[config.mk]
export PLATFORM = sky130hd
export DESIGN_NAME = sc_flat
export DESIGN_NICKNAME = d
export VERILOG_FILES = /design/src/rtl/sc_if.sv /design/src/rtl/sc.sv /design/src/flat_wrapper.sv
export SDC_FILE = /design/constraint.sdc
export NUM_CORES = 1
export LEC_CHECK = 0
export CELL_PAD_IN_SITES_DETAIL_PLACEMENT = 1
export CELL_PAD_IN_SITES_GLOBAL_PLACEMENT = 1
export CORE_AREA = 4 4 41 43
export DETAILED_ROUTE_END_ITERATION = 10
export DIE_AREA = 0 0 45 47
export HOLD_SLACK_MARGIN = 0.02
export PLACE_DENSITY_LB_ADDON = 0.1
export SYNTH_ARGS = -nofsm -noshare
export SYNTH_HDL_FRONTEND = slang
export SYNTH_SLANG_ARGS = --single-unit
[constraint.sdc]
create_clock -name clk -period 2.2 [get_ports clk]
set_input_delay 0.44 -clock clk [delete_from_list [all_inputs] [get_ports clk]]
set_output_delay 0.44 -clock clk [all_outputs]
set_load 0.02 [all_outputs]
[src/rtl/sc_if.sv]
// Handshake bundle for the sc counter: enable in, count and status out.
interface sc_if #(
  parameter int WIDTH = 4
);
  logic             en;
  logic [WIDTH-1:0] r_reg;
  logic             max_tick;
  logic             wrap;

  modport master (output en, input r_reg, max_tick, wrap);
  modport slave  (input en, output r_reg, max_tick, wrap);
endinterface

[src/rtl/sc.sv]
// Enable-gated modulus up-counter with terminal-count and one-cycle wrap status.
module sc #(
  parameter int              WIDTH = 4,
  parameter longint unsigned MOD   = 16,
  parameter longint unsigned INIT  = 0
) (
  input  logic clk,
  input  logic reset,
  sc_if.slave  bus
);

  if (WIDTH < 1 || WIDTH > 32 || MOD < 2 || MOD > (64'd1 << WIDTH) || INIT >= MOD) begin : g_cfg_err
    $error("sc: illegal configuration WIDTH=%0d MOD=%0d INIT=%0d", WIDTH, MOD, INIT);
  end

  localparam logic [WIDTH-1:0] MAX_VAL  = WIDTH'(MOD - 64'd1);
  localparam logic [WIDTH-1:0] INIT_VAL = WIDTH'(INIT);

  logic [WIDTH-1:0] count_q, count_d;
  logic             wrap_q, wrap_d;
  logic [WIDTH:0]   count_inc;
  logic             at_max;

  assign at_max    = (count_q == MAX_VAL);
  assign count_inc = {1'b0, count_q} + {{WIDTH{1'b0}}, 1'b1};

  // The carry out only fires from all-ones, which is the terminal count when MOD = 2^WIDTH.
  always_comb begin
    count_d = count_q;
    wrap_d  = 1'b0;
    if (bus.en) begin
      if (at_max || count_inc[WIDTH]) begin
        count_d = '0;
        wrap_d  = 1'b1;
      end else begin
        count_d = count_inc[WIDTH-1:0];
      end
    end
  end

  always_ff @(posedge clk or negedge reset) begin
    if (!reset) begin
      count_q <= INIT_VAL;
      wrap_q  <= 1'b0;
    end else begin
      count_q <= count_d;
      wrap_q  <= wrap_d;
    end
  end

  assign bus.r_reg    = count_q;
  assign bus.wrap     = wrap_q;
  assign bus.max_tick = at_max;

endmodule

[src/flat_wrapper.sv]
// flat-port wrapper written by rule: the top's interface ports become plain ports
module sc_flat 
#(
  parameter int              WIDTH = 4,
  parameter longint unsigned MOD   = 16,
  parameter longint unsigned INIT  = 0
)
  (clk, reset, bus_en, bus_r_reg, bus_max_tick, bus_wrap);
  sc_if #(.WIDTH(WIDTH)) bus_i ();
  input  logic clk;
  input  logic reset;
  input wire logic [$bits(bus_i.en)-1:0] bus_en;
  output wire logic [$bits(bus_i.r_reg)-1:0] bus_r_reg;
  output wire logic [$bits(bus_i.max_tick)-1:0] bus_max_tick;
  output wire logic [$bits(bus_i.wrap)-1:0] bus_wrap;
  assign bus_i.en = bus_en;
  assign bus_r_reg = bus_i.r_reg;
  assign bus_max_tick = bus_i.max_tick;
  assign bus_wrap = bus_i.wrap;
  sc #(.WIDTH(WIDTH), .MOD(MOD), .INIT(INIT)) u_core (.clk(clk), .reset(reset), .bus(bus_i));
endmodule
Word level (Yosys, flattened, before mapping):

Cells that the tools add are included.

* multiplexer cells: 3
* eq/ne operators: 1
* add/subtract/negate cells: 1
* reductions and logical operators: 1

Operator list (number)
* $add A4 B1 Y5 const B: 1
* $eq A4 B4 Y1 const B: 1
* $mux W4: 1
* $mux W1: 2
* $logic_or A1 B1 Y1: 1

* bits of input ports: 3
* output and inout port bits: 6
* word-level logic and storage cells: 8
* flip-flop bits (word level): 5

Longest topological paths before layout:

* depth in word-level cells: 4
* mapped depth: 3
* mapped depth without buffers: 3

Worst setup path after synthesis:

Ideal clock, no wire load.

* path kind: reg2out
* start: register u_core.count_q[0], in the netlist u_core.bus.r_reg[0]
* end: output port bus_max_tick
* stages on the path, launching flop included: 3
* path slack: 759 ps
* path buffers: 0
* arrival: 1001 ps
* path through: dfrtp_1 > ha_1 > and3_1

* longest elaborated chain between the ends: 1

RTL lines
* start, declared: RTL line sc.sv:19 `logic [WIDTH-1:0] count_q, count_d;`
* start signal, assigned: RTL line sc.sv:46 `count_q <= count_d;`
* $eq A4 B4 Y1: RTL line sc.sv:24 `assign at_max = (count_q == MAX_VAL);`
* end, declared: RTL line flat_wrapper.sv:14 `output wire logic [$bits(bus_i.max_tick)-1:0] bus_max_tick;`

Every way passes these cells.

Final worst setup path:

Ends and elaborated chain as after synthesis.

==> metrics.md <==
| Metric | Value |
|---|---|
| Status | finished, final reports clean |
| Cell count after synthesis | 17 |
| Layout Area Growth over Synthesis | 56.6% |
| H-tree depth | 1 |
| Syn_nets | 21 |
| Worst path arrival time | 1.48 ns |
| Hold crit path type | in2async |
| Max Clock Skew | 0.00134 ns |
| Place WS | roughly 0.27 ns |
| F_max | 521 MHz |
| Avg Cell Area, Syn | around 13 sq um |
| Initial Util | 16.8% |
| Post-route ant nets | 0 |
| Routability cong. | 0.677 |
| TNS Setup | 0 ns |
| First-pass DRT Iterations | 1 |
| Register clock-pin slew on the reported worst setup and hold paths | about 0.050 ns |
| Max-Cap Viols | 0 |
| Worst-margin pin slew | 0.257 ns |
| Power per cell area | 1460 nW/um^2 |
| Area of the core | ~1300 sq um |
| Ant. Diodes | 0 |
| Die X | 45 um |
| Largest net degree at the start of global routing | 8 |
| Final setup margin | about 0.28 ns |
| Die area | 2120 sq um |
| Final Max Tran Viols | 0 |
| Max reg flops | 4 |
| Worst setup SP type | flip-flop |
| Share of layout cells above drive strength 1 | 13.8% |
| Cell Rows | 13 |
| Global-route wire length before repair | 972 um |
| Slowest cell on the critical path | dfrtp_1 |
| Vias per cell | 4.27 |
| Synth warn | 0 |
| Vias in the first global route | 208 |
| Initial antenna violation count | 0 |
| Clk Latency, worst-skew pair | 0.25 ns |
| DRC errors left | 0 |
| Overall Global Routing Usage | under 10% |
| Syn Std Cell Area | 219 sq um |
| CTS Buf Count | 3 |
| Max incr delay on CP | 0.45 ns |
| Final Core Density | around a quarter |
| Post-synthesis register bit count | 5 |
| CTS tree | done |
| Hold_buf cts | 0 |
| Layout Nets | 34 |
| Port Buf Inserts | 8 |
| Drt total wl | 595 um |
| Distinct cells, synth | 11 |
| RSZ-0062 raised after global routing | no |
| Yosys top cell by area | dfrtp_1 |
| WP data required | 1.76 ns |
| Die H | 47 um |
| Sink Count | 5 |
| Final period util | 87.2% |
| Setup Viol. Count Final | 0 |
| Post-synth top area share | 57.1% |
| CP cell instances | ha_1 > and3_1 > dlygate4sd2_1 |
| Setup crit end kind | output pin |
| I/O Pins | 9 |
| Detailed placement HPWL | 411 um |
| Routed via count | 188 |
| CTS max path bufs | 2 |
| Dominant cells by area after synthesis | dfrtp_1 57%, a41oi_1 8.0%, ha_1 5.7% |
| Initial detailed-routing violation count | 0 |
| Max_slew headroom | 82.8% |
| Congestion Overflow GR | 0 |
| Final Hold Viols | 0 |
| Seq/Total Area, Yosys | 57.1% |
| VDD IR max | roughly 360 uV |
| Leak | 0.153 nW |
| WS Path Type | reg2out |
| CP max FO | 6 |
| Tmin final | between 1.5 and 2 ns |
| Clock root cell | clkbuf_4 |
| DR WL/cell | 13.5 um |
==> path summary, 6_finish.rpt <==
path | from | endpoint | slack [ns] | cells after the start
hold / removal | reset | u_core.bus.wrap | 0.42 | 1
setup reg to reg | u_core.bus.r_reg[0] | u_core.bus.r_reg[3] | 1.04 | 3
min in group clk | u_core.bus.r_reg[3] | u_core.bus.r_reg[3] | 0.56 | 1
hold reg to reg | u_core.bus.r_reg[3] | u_core.bus.r_reg[3] | 0.56 | 1
max in group asynchronous | reset | u_core.bus.r_reg[0] | 1.58 | 1
setup / recovery | u_core.bus.r_reg[0] | bus_max_tick | 0.28 | 3
==> metal layers <==
layer	vias to the layer above	track usage, %	routed length (um)
met5	-	0	0
met3	2	5.75	74
met2	10	9.04	231
met4	0	8.77	23
li1	90	-	-
met1	86	7.37	266
==> synth_stat cells (all sizes together) <==
cell type and number:
nand2 1, xnor2 1, ha 1, and4 1
dfrtp 5, a41oi 2, mux2 1, nand2b 2
o21ai 1, and3 1, a21o 1
==> worst max-delay path, delay by kind of cell (launching register included) <==
family	cells	cell delay, ns
adder cells (fa/ha/maj)	1	0.25
AND/OR/NAND/NOR	1	0.19
flip-flops	1	0.45
buffers and inverters	1	0.34
==> per-stage QoR <==
| stage | instance area (sq um) | instances | hold WS (ns) | power, mW |
|---|---|---|---|---|
| 6_report | 343 | 44 | 0.419 | 0.500 |
| 5_1_grt | 343 | 44 | 0.418 | 0.539 |
| 4_1_cts | 343 | 44 | 0.417 | 0.510 |
| 3_5_place_dp | 318 | 40 | 0.561 | 0.394 |
| 3_3_place_gp | 318 | 40 | 0.545 | 0.385 |
| 2_1_floorplan | 219 | 17 | 0.144 | 0.282 |
==> repair_timing <==
| action | in CTS | in global routing |
|---|---|---|
| setup buffers | 0 | 0 |
| endpoints found under the setup margin | 1 | 0 |
| endpoints found under the hold margin | 0 | 0 |
| resized for setup | 1 | 0 |
==> area by class of cell <==
class / instances / area, sq um
repair buffers: 8 / 78.8
clock buffers: 4 / 26.3
well taps: 15 / 18.8
fillers: 156 / 958
multi-input cells: 12 / 93.8
flip-flops and latches: 5 / 125
==> cell usage in the layout, fill, tap and decap left out, drive strengths merged <==
master,Yosys,layout
nand2,1,1
and3,1,1
o21ai,1,1
clkdlybuf4s50,0,7
ha,1,1
and4,1,1
xnor2,1,1
a41oi,2,2
a21o,1,1
dfrtp,5,5
dlygate4sd2,0,1
nand2b,2,2
mux2,1,1
clkbuf,0,4
==> logic make-up (layout without fill, tap and decap cells) <==
kind of cell | count (synthesis) | count (layout) | share of synthesized area [%]
AO/OA/AOI/OAI | 4 | 4 | 13.7
XOR/XNOR | 1 | 1 | 4.00
adder cells (fa/ha/maj) | 1 | 1 | 5.71
buffers and inverters | 0 | 12 | 0
flip-flops | 5 | 5 | 57.1
multiplexers | 1 | 1 | 5.14
AND/OR/NAND/NOR | 5 | 5 | 14.3
==> report_power, final <==
group	switching (mW)	internal, mW	total, mW
Clock	0.0444	0.0690	0.113
Combinational	0.0967	0.111	0.208
Sequential	0.0505	0.128	0.179
(Power assumes the default switching activity.)
